**config.mk**
```make
export PLATFORM = sky130hd
export DESIGN_NAME = degamma_22
export DESIGN_NICKNAME = d
export VERILOG_FILES = /design/src/rtl/degamma_pkg.sv /design/src/rtl/degamma_pwl_interp.sv /design/src/rtl/degamma_22.sv
export SDC_FILE = /design/constraint.sdc
export NUM_CORES = 1
export LEC_CHECK = 0
export ABC_AREA = 1
export BUFFER_PORTS_ARGS = -buffer_cell sky130_fd_sc_hd__buf_4
export CAP_MARGIN = 25
export CORE_ASPECT_RATIO = 1.75
export CORE_MARGIN = 3
export CORE_UTILIZATION = 28
export CTS_CLUSTER_SIZE = 12
export DETAILED_ROUTE_END_ITERATION = 8
export PLACE_DENSITY = 0.49
export REMOVE_ABC_BUFFERS = 1
export SLEW_MARGIN = 20
export SYNTH_ARGS = -nofsm -noshare
export SYNTH_HDL_FRONTEND = slang
export SYNTH_SLANG_ARGS = --single-unit
```
**constraint.sdc**
```tcl
create_clock -name i_clk -period 10.7 [get_ports i_clk]
set_input_delay 2.14 -clock i_clk [delete_from_list [all_inputs] [get_ports i_clk]]
set_output_delay 2.14 -clock i_clk [all_outputs]
set_load 0.005 [all_outputs]
```
**src/rtl/degamma_pkg.sv**
```systemverilog
// Shared constants for the degamma_22 block: pixel width, knot table
// geometry, the 17-knot curve and the mode FSM state type.
package degamma_pkg;

  localparam int COLOR_DEPTH = 8;
  localparam int KNOT_COUNT  = 17;
  localparam int SEG_SHIFT   = 4;

  // Knot i sits at x = 16*i on the gamma-2.2 expansion curve. The last
  // knot is the extrapolated x = 256 point, so the table needs 9 bits.
  localparam logic [8:0] K [KNOT_COUNT] = '{
    9'd0,   9'd1,   9'd3,   9'd6,   9'd12,  9'd20,  9'd30,  9'd42,  9'd56,
    9'd73,  9'd91,  9'd113, 9'd137, 9'd163, 9'd192, 9'd223, 9'd257
  };

  // RUN: requested mode equals the active mode. PENDING: a switch is waiting
  // for an idle, drained pipeline.
  typedef enum logic {
    MODE_RUN     = 1'b0,
    MODE_PENDING = 1'b1
  } mode_state_t;

  // Knot lookup clamped to the table so a stray index can never read
  // past the final knot.
  function automatic logic [8:0] knotValue(input logic [4:0] idx);
    if (idx > 5'(KNOT_COUNT - 1)) begin
      return K[KNOT_COUNT-1];
    end
    return K[idx];
  endfunction

endpackage

```
**src/rtl/degamma_pwl_interp.sv**
```systemverilog
// Combinational halves of the piecewise-linear degamma curve:
// pixel -> {K[seg], d*frac} for the S2 registers, and the registered
// {base, product} -> rounded, saturated linear value for S3.
module degamma_pwl_interp
  import degamma_pkg::*;
(
  input  logic [COLOR_DEPTH-1:0] i_pixel,
  output logic [8:0]             o_base,
  output logic [8:0]             o_prod,
  input  logic [8:0]             i_base,
  input  logic [8:0]             i_prod,
  output logic [COLOR_DEPTH-1:0] o_y
);

  logic [3:0] w_seg;
  logic [3:0] w_frac;
  logic [8:0] w_hi;
  logic [8:0] w_delta;
  logic [9:0] w_round;
  logic [9:0] w_sum;

  // Segment lookup: slope between neighbouring knots (never above 34) times
  // the position inside the segment; 34*15 = 510 still fits in 9 bits.
  always_comb begin
    w_seg   = i_pixel[7:4];
    w_frac  = i_pixel[3:0];
    o_base  = knotValue({1'b0, w_seg});
    w_hi    = knotValue({1'b0, w_seg} + 5'd1);
    w_delta = w_hi - o_base;
    o_prod  = w_delta * {5'b0, w_frac};
  end

  // Round the product to the nearest step (one extra bit because p+8 can
  // reach 518), add the base knot and clamp at full scale.
  always_comb begin
    w_round = ({1'b0, i_prod} + 10'd8) >> SEG_SHIFT;
    w_sum   = {1'b0, i_base} + w_round;
    o_y     = (w_sum > 10'd255) ? 8'd255 : w_sum[7:0];
  end

endmodule

```
**src/rtl/degamma_22.sv**
```systemverilog
// Gamma-2.2 expander: three registered stages (input capture, knot lookup,
// interpolate/bypass select) with aligned sidebands and a mode FSM that
// only changes the active mode when the pipeline is idle and drained.
module degamma_22
  import degamma_pkg::*;
(
  input  logic                   i_clk,
  input  logic                   i_rst_n,
  input  logic [COLOR_DEPTH-1:0] i_pixel,
  input  logic                   i_valid,
  input  logic [2:0]             i_color,
  input  logic                   i_last_pic,
  input  logic                   i_bypass,
  output logic [COLOR_DEPTH-1:0] o_pixel,
  output logic                   o_valid,
  output logic [2:0]             o_color,
  output logic                   o_last_pic,
  output logic                   o_busy,
  output logic                   o_mode_pending
);

  logic [COLOR_DEPTH-1:0] r_s1Pixel;
  logic                   r_s1Valid;
  logic [2:0]             r_s1Color;
  logic                   r_s1Last;
  logic                   r_s1Mode;

  logic [8:0]             r_s2Base;
  logic [8:0]             r_s2Prod;
  logic [COLOR_DEPTH-1:0] r_s2Pixel;
  logic                   r_s2Valid;
  logic [2:0]             r_s2Color;
  logic                   r_s2Last;
  logic                   r_s2Mode;

  logic [COLOR_DEPTH-1:0] r_s3Pixel;
  logic                   r_s3Valid;
  logic [2:0]             r_s3Color;
  logic                   r_s3Last;

  logic                   r_modeQ;
  logic                   w_modeNext;
  mode_state_t            w_state;
  logic                   w_busy;

  logic [8:0]             w_base;
  logic [8:0]             w_prod;
  logic [COLOR_DEPTH-1:0] w_y;

  degamma_pwl_interp u_interp (
    .i_pixel (r_s1Pixel),
    .o_base  (w_base),
    .o_prod  (w_prod),
    .i_base  (r_s2Base),
    .i_prod  (r_s2Prod),
    .o_y     (w_y)
  );

  assign w_busy = r_s1Valid | r_s2Valid | r_s3Valid;

  // S1: capture the incoming pixel, sidebands and the mode it will use.
  always_ff @(posedge i_clk or negedge i_rst_n) begin
    if (!i_rst_n) begin
      r_s1Pixel <= '0;
      r_s1Valid <= 1'b0;
      r_s1Color <= '0;
      r_s1Last  <= 1'b0;
      r_s1Mode  <= 1'b0;
    end else begin
      r_s1Pixel <= i_pixel;
      r_s1Valid <= i_valid;
      r_s1Color <= i_color;
      r_s1Last  <= i_last_pic;
      r_s1Mode  <= r_modeQ;
    end
  end

  // S2: register the knot base and slope product alongside the raw pixel.
  always_ff @(posedge i_clk or negedge i_rst_n) begin
    if (!i_rst_n) begin
      r_s2Base  <= '0;
      r_s2Prod  <= '0;
      r_s2Pixel <= '0;
      r_s2Valid <= 1'b0;
      r_s2Color <= '0;
      r_s2Last  <= 1'b0;
      r_s2Mode  <= 1'b0;
    end else begin
      r_s2Base  <= w_base;
      r_s2Prod  <= w_prod;
      r_s2Pixel <= r_s1Pixel;
      r_s2Valid <= r_s1Valid;
      r_s2Color <= r_s1Color;
      r_s2Last  <= r_s1Last;
      r_s2Mode  <= r_s1Mode;
    end
  end

  // S3: pick the interpolated value or the untouched pixel for the output.
  always_ff @(posedge i_clk or negedge i_rst_n) begin
    if (!i_rst_n) begin
      r_s3Pixel <= '0;
      r_s3Valid <= 1'b0;
      r_s3Color <= '0;
      r_s3Last  <= 1'b0;
    end else begin
      r_s3Pixel <= r_s2Mode ? r_s2Pixel : w_y;
      r_s3Valid <= r_s2Valid;
      r_s3Color <= r_s2Color;
      r_s3Last  <= r_s2Last;
    end
  end

  // Mode FSM decode: a requested change is held until an idle input cycle
  // finds the pipeline empty, so no frame is split across modes.
  always_comb begin
    w_state    = (i_bypass != r_modeQ) ? MODE_PENDING : MODE_RUN;
    w_modeNext = r_modeQ;
    if ((w_state == MODE_PENDING) && !i_valid && !w_busy) begin
      w_modeNext = i_bypass;
    end
  end

  // Mode FSM register: the active mode itself.
  always_ff @(posedge i_clk or negedge i_rst_n) begin
    if (!i_rst_n) begin
      r_modeQ <= 1'b0;
    end else begin
      r_modeQ <= w_modeNext;
    end
  end

  assign o_pixel        = r_s3Pixel;
  assign o_valid        = r_s3Valid;
  assign o_color        = r_s3Color;
  assign o_last_pic     = r_s3Last;
  assign o_busy         = w_busy;
  assign o_mode_pending = (w_state == MODE_PENDING);

endmodule
```
==> metrics, run 1 <==
status complete, no violations; Post CTS Setup Buffer Count 0; final WL a little under 8000 µm; Max Cap Violations 0; EDFF count, synth 0; top achievable clock speed 190.7 MHz; Setup CP Type flip-flop to flip-flop; Antenna Cells 0; Final setup viols 0; via count of the routed design 2,665; via/cell ratio 4.398; number of synthesized register bits 56; Hold Crit Start r_s2Color[2]; fin crit share 0.4900; port buffer count 30; H-tree depth 2; nets ~500; Pwr Total 0.9457 mW; Syn. warnings 0; Crit Reg-Reg Startpoint r_s1Pixel[4]; post-route minimum period about 5.2 ns; worst slew pin tran between 0.6 and 0.7 ns; Reg2Reg Depth 25; iteration-0 DRC count of the detailed router 104; top post-synthesis cells by area dfrtp_1, ha_1, inv_1; number of global-route vias before repair 2,862; Syn Inst Count 404; R2R Setup Slk 5.46 ns; Hold WS 0.3491 ns; first-pass GRT wire length 13,260 µm; Final Max Tran Viols 0; area fraction of the dominant cell type after synthesis 0.3878; crit path capture type flip-flop; Die W 91.88 µm; I/O pin cnt 31; hold crit path type flip-flop to flip-flop; top_reg_cell synth dfrtp_1; Rel. slew slack 0.5470; # hold bufs at CTS 0; Post-CTS Resized 0; Clock transition at path regs 0.07 ns; CTS root buf clkbuf_16; Layout area overhead 15.30%; top-count cell post-synth inv_1; critical path launch point type flip-flop; Synth area leader dfrtp_1; Final Instance Count excl. Fillers between 600 and 700; Synth cell types 39; Post-synth ARST share 1.000; Post-DRT Antenna Nets 0; power per cell area around 230 mW/mm²; global-route usage over all layers 0.1158; largest net degree at the start of global routing 57; # DRC 0; post-detail-place hpwl 6305 µm; Die Span Y 156.3 µm; synth cell count leaders inv_1, nand2_1, dfrtp_1, ha_1, nor2_1; GPL Wtd Cong 0.8769; drt first pass iters 4; TritonCTS Sinks 56; core area 0.01257 mm²; leakage power 2.145 nW; initial antenna violation count 0; grt ovf 0; layout cells sized above 1 0.1712; Post-Syn Area 0.003613 mm²; worst skew pair latency 0.29 ns; WP data required 10.93 ns; CTS tree yes; Cells after DPL 598; Rows 54; Max FO, Critical Path 8; Mapped Avg Cell Area 8.944 µm²; setup skew after layout around 0.0074 ns; Starting Density 0.2875; Worst VDD drop about 0.000079 V; Hold Violations, Final 0; final setup TNS 0 ns; CTS max path bufs 2; drt wl/cell 12.71 µm; die area 0.01436 mm²; CTS Buf Count 5; Critical Path Start r_s1Pixel[4]; post-synthesis sequential area ratio 0.3878; dpl ws 5.450 ns; worst setup margin 5.457 ns; Hold Crit Depth 0; Arr. time, crit path 5.48 ns; RSZ-0062 raised after global routing no
-- cell type report --
type,count,area [µm²]
multi-input cells,265,1891
flip-flops and latches,56,1401
repair buffers,30,225.2
clock buffers,6,128.9
inverters,79,296.5
clock inverters,2,13.76
fillers,1357,8401
well taps,168,210.2
-- layout by cell type (no fill, tap or decap), types with 11 or more instances in the layout --
cell type | Yosys | routed
o21ai_0 | 13 | 13
ha_1 | 33 | 33
buf_4 | 2 | 30
dfrtp_1 | 56 | 56
inv_1 | 75 | 75
nor2_1 | 32 | 32
fa_1 | 13 | 13
nand2_2 | 14 | 14
nand2_1 | 57 | 57
a21oi_1 | 19 | 19
xor2_1 | 11 | 11
nand3_1 | 16 | 16
-- through the flow --
step,area (µm²),utilization
final,4167,0.3315
after global routing,4167,0.3315
after CTS,4167,0.3315
after detailed placement,4024,0.3202
after global placement,4024,0.3202
after floorplan,3588,-
-- final timing paths --
kind,endpoint
worst max-delay path,r_s2Prod[8]
worst min register to register,o_color[2]
worst max register to register,r_s2Prod[8]
max in group asynchronous,o_color[2]
min in group asynchronous,r_s2Base[7]
worst min-delay path,o_color[2]
-- power breakdown --
group	internal [mW]	switching (mW)
logic	0.216	0.297
clock network	0.0874	0.0725
registers	0.253	0.0206
-- cell families after synthesis --
family                   count (synthesis)  share of synthesized area
AO/OA/AOI/OAI                           55                    0.09003
adder cells (fa/ha/maj)                 46                     0.1863
XOR/XNOR                                17                    0.04640
buffers and inverters                   83                    0.08898
flip-flops                              56                     0.3878
multiplexers                             1                   0.002770
AND/OR/NAND/NOR                        146                     0.1977
-- critical path, cell delays in order, from the launching register on --
cell,delay (ns)
dfrtp_1,0.49
ha_1,0.33
ha_1,0.44
a21oi_1,0.08
a21oi_1,0.30
ha_1,0.20
inv_1,0.05
fa_1,0.40
nand2_1,0.08
nand2_1,0.06
and2_4,0.15
xor2_1,0.24
inv_1,0.11
nor2_1,0.16
fa_1,0.45
fa_1,0.50
ha_1,0.35
a21oi_1,0.16
o21ai_0,0.10
nor2_1,0.14
inv_1,0.06
nand4_1,0.08
nand2_1,0.07
inv_1,0.06
nand3_1,0.07
nand2_1,0.06
-- registers in the layout, summed over array words and instances, names as in the netlist --
| name | flops |
|---|---|
| r_s1Pixel | 8 |
| r_s2Mode | 1 |
| o_color | 3 |
| r_s2Prod | 6 |
| o_last_pic | 1 |
| r_s1Mode | 1 |
| r_s1Last | 1 |
| o_pixel | 8 |
| r_modeQ | 1 |
| r_s2Pixel | 8 |
| r_s1Color | 3 |
| r_s1Valid | 1 |
| o_valid | 1 |
| r_s2Valid | 1 |
| r_s2Base | 8 |
| r_s2Last | 1 |
| r_s2Color | 3 |
-- routing by layer --
metal / vias to the layer above / track usage / part of all wire
li1: 1335 / - / -
met1: 1259 / 0.1121 / 0.35
met2: 48 / 0.2319 / 0.58
met3: 23 / 0.01154 / 0.020
met4: 0 / 0.06591 / 0.048
met5: - / 0 / 0
No activity file was read; power rests on OpenSTA's default activity.
==> inputs of run 2 (changes only) <==
==> constraint.sdc (replaced) <==
create_clock -name i_clk -period 5.3 [get_ports i_clk]
set_input_delay 1.06 -clock i_clk [delete_from_list [all_inputs] [get_ports i_clk]]
set_output_delay 1.06 -clock i_clk [all_outputs]
set_load 0.005 [all_outputs]
==> metrics, run 2 (same netlist as run 1, synthesis figures left out) <==
TritonCTS Sinks 56; setup skew after layout 0.005113 ns; final WL 7874 µm; worst r2r dst r_s2Prod[8]; Reg area 0.001405 mm²; power per cell area 456.3 mW/mm²; CTS root buf clkbuf_16; area of the multi-input gates 0.001911 mm²; via/cell ratio 4.443; Hold Crit Depth 0; Layout area overhead 16.59%; Reg2Reg Depth 26; Max FO, Critical Path 8; Die W 91.88 µm; R2R Setup Slk ~0.42 ns; top achievable clock speed 204.9 MHz; WP data required 5.49 ns; GPL Wtd Cong 0.8766; iteration-0 DRC count of the detailed router 97; via count of the routed design around 2.7k; Setup CP Type flip-flop to flip-flop; post-detail-place hpwl 6396 µm; Rel. slew slack 0.5534; Post-DRT Antenna Nets 0; H-tree depth 2; RSZ-0062 raised after global routing no; CTS tree yes; Final Max Tran Viols 0; final setup TNS 0 ns; port buffer count 30; CTS Buf Count 5; core area 0.01257 mm²; Arr. time, crit path around 5.1 ns; commonest non-fill, non-tap cells in the layout inv_1, nand2_1, dfrtp_1, buf_4, nor2_1; Starting Density 0.2875; most common cell after layout, fill and taps aside inv_1; Hold Violations, Final 0; Rows 54; Max Cap Violations 0; Clock transition at path regs 0.07 ns; max layer used met4; hold crit path type flip-flop to flip-flop; leakage power 2.154 nW; met3 WL 184 µm; Crit Reg-Reg Startpoint r_s1Pixel[4]; drt first pass iters 4; # DRC 0; die area about 0.014 mm²; nets 502; status complete, no violations; I/O pin cnt 31; # hold bufs at CTS 0; largest net degree at the start of global routing 57; Final setup viols 0; wire length on met1 2742 µm; Worst VDD drop 0.0001492 V; Worst Hold Path EP r_s2Color[0]; initial antenna violation count 0; met2 WL post-DR 4602 µm; grt ovf 0; Hold Crit Start r_s1Color[0]; Hold WS 0.3487 ns; number of global-route vias before repair 2,814; Final Instance Count excl. Fillers 609; Cells after DPL 600; Die Span Y 156.3 µm; critical path launch point type flip-flop; CTS max path bufs 2; fin crit share 0.9210; Antenna Cells 0; worst slew pin tran 0.6699 ns; global-route usage over all layers 0.1145; post-route minimum period between 4 and 5 ns; drt wl/cell between 10 and 15 µm; first-pass GRT wire length 12,970 µm; layout cells sized above 1 0.1973; fill count 1,344; crit path capture type flip-flop; worst skew pair latency 0.29 ns
run 2: cell count changes in the layout (fill, tap and decap cells not counted), sizes merged:
cell | before | now
buf | 30 | 33
run 2: stage by stage:
step,cell area [µm²],utilization,setup slack [ns],total power [mW]
final,4213,0.3352,0.4189,1.922
after global routing,4213,0.3352,0.01631,2.118
after CTS,4182,0.3327,0.1037,1.950
after detailed placement,4039,0.3214,0.1150,1.621
after global placement,4039,0.3214,0.2401,1.601
after floorplan,3588,-,0.6772,1.352
run 2: metal layers:
layer  vias up  track usage
met2        55       0.2336
met1      1285       0.1078
met5         -            0
met3        20     0.009620
met4         0      0.06591
li1       1346            -
run 2: repair_timing:
action / 4_1_cts / 5_1_grt
resized for setup: 0 / 9
endpoints found under the hold margin: 0 / 0
endpoints found under the setup margin: 0 / 1
setup buffers: 0 / 1
run 2: cell type report:
type	instances	area share
sequential	56	0.3335
timing repair buffer	33	0.05881
tap	168	0.04990
inverter	79	0.07039
multi-input combinational	265	0.4535
clock inverter	2	0.003267
clock buffer	6	0.03059
run 2: how the worst max path moves through the flow:
stage / endpoint / start / cells past startpoint / slack [ns]
2_1_floorplan: r_s2Prod[8] / r_s1Pixel[4] / 26 / 0.68
3_5_place_dp: r_s2Prod[8] / r_s1Pixel[5] / 22 / 0.11
4_1_cts: r_s2Prod[8] / r_s1Pixel[5] / 27 / 0.10
5_1_grt: r_s2Prod[8] / r_s1Pixel[5] / 26 / 0.02
6_report: r_s2Prod[8] / r_s1Pixel[4] / 26 / 0.42
3_3_place_gp: r_s2Prod[8] / r_s1Pixel[5] / 22 / 0.24
run 2: report_power, final:
part	internal, mW	switching [mW]
Combinational	0.445	0.608
Sequential	0.510	0.0417
Clock	0.176	0.141
run 2: critical path: stages (launching register included):
cell and delay (ns):
dfrtp_2 0.46, ha_2 0.25, ha_2 0.40, inv_1 0.08, nor2_1 0.11, a21oi_1 0.05
o21ai_0 0.20, ha_1 0.30, or2_1 0.24, and2_4 0.17, xor2_1 0.16, inv_1 0.10
nor2_1 0.06, fa_1 0.51, inv_1 0.06, fa_1 0.53, inv_1 0.04, ha_1 0.32
nand2_1 0.08, o21ai_0 0.18, nor2_1 0.08, inv_1 0.05, nand4_1 0.08, nand2_1 0.10
inv_1 0.04, nand3_1 0.07, nand2_1 0.05
==> inputs of run 3 (changes only) <==
--- a/config.mk
+++ b/config.mk
@@ -8,14 +8,16 @@
 export ABC_AREA = 1
 export BUFFER_PORTS_ARGS = -buffer_cell sky130_fd_sc_hd__buf_4
 export CAP_MARGIN = 25
+export CELL_PAD_IN_SITES_DETAIL_PLACEMENT = 0
+export CELL_PAD_IN_SITES_GLOBAL_PLACEMENT = 1
 export CORE_ASPECT_RATIO = 1.75
 export CORE_MARGIN = 3
 export CORE_UTILIZATION = 28
 export CTS_CLUSTER_SIZE = 12
 export DETAILED_ROUTE_END_ITERATION = 8
-export PLACE_DENSITY = 0.49
+export PLACE_DENSITY = 0.58
 export REMOVE_ABC_BUFFERS = 1
-export SLEW_MARGIN = 20
+export SLEW_MARGIN = 0
 export SYNTH_ARGS = -nofsm -noshare
 export SYNTH_HDL_FRONTEND = slang
 export SYNTH_SLANG_ARGS = --single-unit
==> metrics, run 3 (same netlist as run 1, synthesis figures left out) <==
post-route minimum period 4.887 ns; Final setup viols 0; nets 505; drt wl/cell around 13 µm; worst slew pin tran slightly below 0.7 ns; CP most frequent cell inv_1; CP max stage cell fa_1; CTS max path bufs 2; power per cell area 463.8 mW/mm²; final WL between 7000 and 8000 µm; worst skew pair latency 0.29 ns; fin crit share 0.9221; Rows 54; Die Span Y about 160 µm; commonest non-fill, non-tap cells in the layout inv_1, nand2_1, dfrtp_1, buf_4, nor2_1; iteration-0 DRC count of the detailed router 123; area of the multi-input gates 0.001922 mm²; crit path capture type flip-flop; Area after DPL just over 0.004 mm²; die area 0.01436 mm²; grt ovf 0; final setup TNS 0 ns; number of global-route vias before repair 2,854; core area 0.01257 mm²; WP buf/inv 7; global-route usage over all layers 0.1177; WP data required about 5.5 ns; Worst VDD drop around 0.00016 V; top achievable clock speed around 200 MHz; Rel. slew slack 0.5495; H-tree depth 2; Max FO, Critical Path 6; Max Cap Violations 0; Worst path top cell family by delay adder cells; layout cells sized above 1 0.2072; # DRC 0; initial antenna violation count 0; Setup CP Type flip-flop to flip-flop; Hold Violations, Final 0; CTS Buf Count 5; via count of the routed design about 2.7k; Arr. time, crit path 5.12 ns; GPL Wtd Cong 0.8587; R2R Setup Slk 0.41 ns; RSZ-0062 raised after global routing no; critical path launch point type flip-flop; Reg area ~0.0014 mm²; Post-DRT Antenna Nets 0; hold crit path type flip-flop to flip-flop; post-detail-place hpwl between 6000 and 7000 µm; Largest stage delay, worst path 0.52 ns; first-pass GRT wire length 13,370 µm; most common cell after layout, fill and taps aside inv_1; largest net degree at the start of global routing 57; CTS tree yes; Antenna Cells 0; Final Max Tran Viols 0; via/cell ratio approximately 4.4; leakage power 2.184 nW; Starting Density 0.2875; port buffer count 30; Die W 91.88 µm; drt first pass iters 4; Layout area overhead 18.42%; Clock transition at path regs approximately 0.07 ns; I/O pin cnt 31; TritonCTS Sinks 56; fill count 1,360; CTS root buf clkbuf_16; setup skew after layout 0.002627 ns; post-route cell area 0.004279 mm²; status complete, no violations
==> run 3: area by class of cell <==
| type | count | share of cell area |
|---|---|---|
| sequential | 56 | 0.3284 |
| clock inverter | 2 | 0.009064 |
| multi-input combinational | 265 | 0.4491 |
| inverter | 79 | 0.06930 |
| timing repair buffer | 36 | 0.06257 |
| clock buffer | 6 | 0.03246 |
| tap | 168 | 0.04912 |
==> run 3: worst paths after layout <==
check	from	to	cells past startpoint
worst min-delay path	r_s1Color[1]	r_s2Color[1]	0
worst max-delay path	r_s1Pixel[5]	r_s2Prod[8]	27
worst max register to register	r_s1Pixel[5]	r_s2Prod[8]	27
worst min register to register	r_s1Color[1]	r_s2Color[1]	0
max in group asynchronous	i_rst_n	r_s1Pixel[5]	1
min in group asynchronous	i_rst_n	o_valid	1
==> run 3: power breakdown <==
group | switching [mW] | total (mW) | internal [mW]
Clock | 0.148 | 0.385 | 0.237
Sequential | 0.0413 | 0.551 | 0.510
Combinational | 0.603 | 1.05 | 0.446
==> run 3: layer usage <==
metal,vias up,track usage,part of all wire
li1,1350,-,-
met1,1280,0.1122,0.35
met2,36,0.2497,0.61
met3,15,0.01010,0.021
met4,0,0.04465,0.026
met5,-,0,0
==> run 3: timing repair <==
item	in CTS	in global routing
buffers inserted	0	4
hold buffers	0	0
resized for setup	0	12
endpoints found under the setup margin	0	1
==> run 3: stage by stage <==
step	total power, mW	instances	hold slack (ns)	utilization	setup WS [ns]
final	1.985	612	0.3517	0.3405	0.4127
after global routing	2.196	612	0.3591	0.3405	0.03091
after CTS	2.002	608	0.3541	0.3355	0.02296
after detailed placement	1.614	600	0.3355	0.3214	0.03133
after global placement	1.599	600	0.3336	0.3214	0.1347
after floorplan	1.352	400	0.3312	-	0.6772
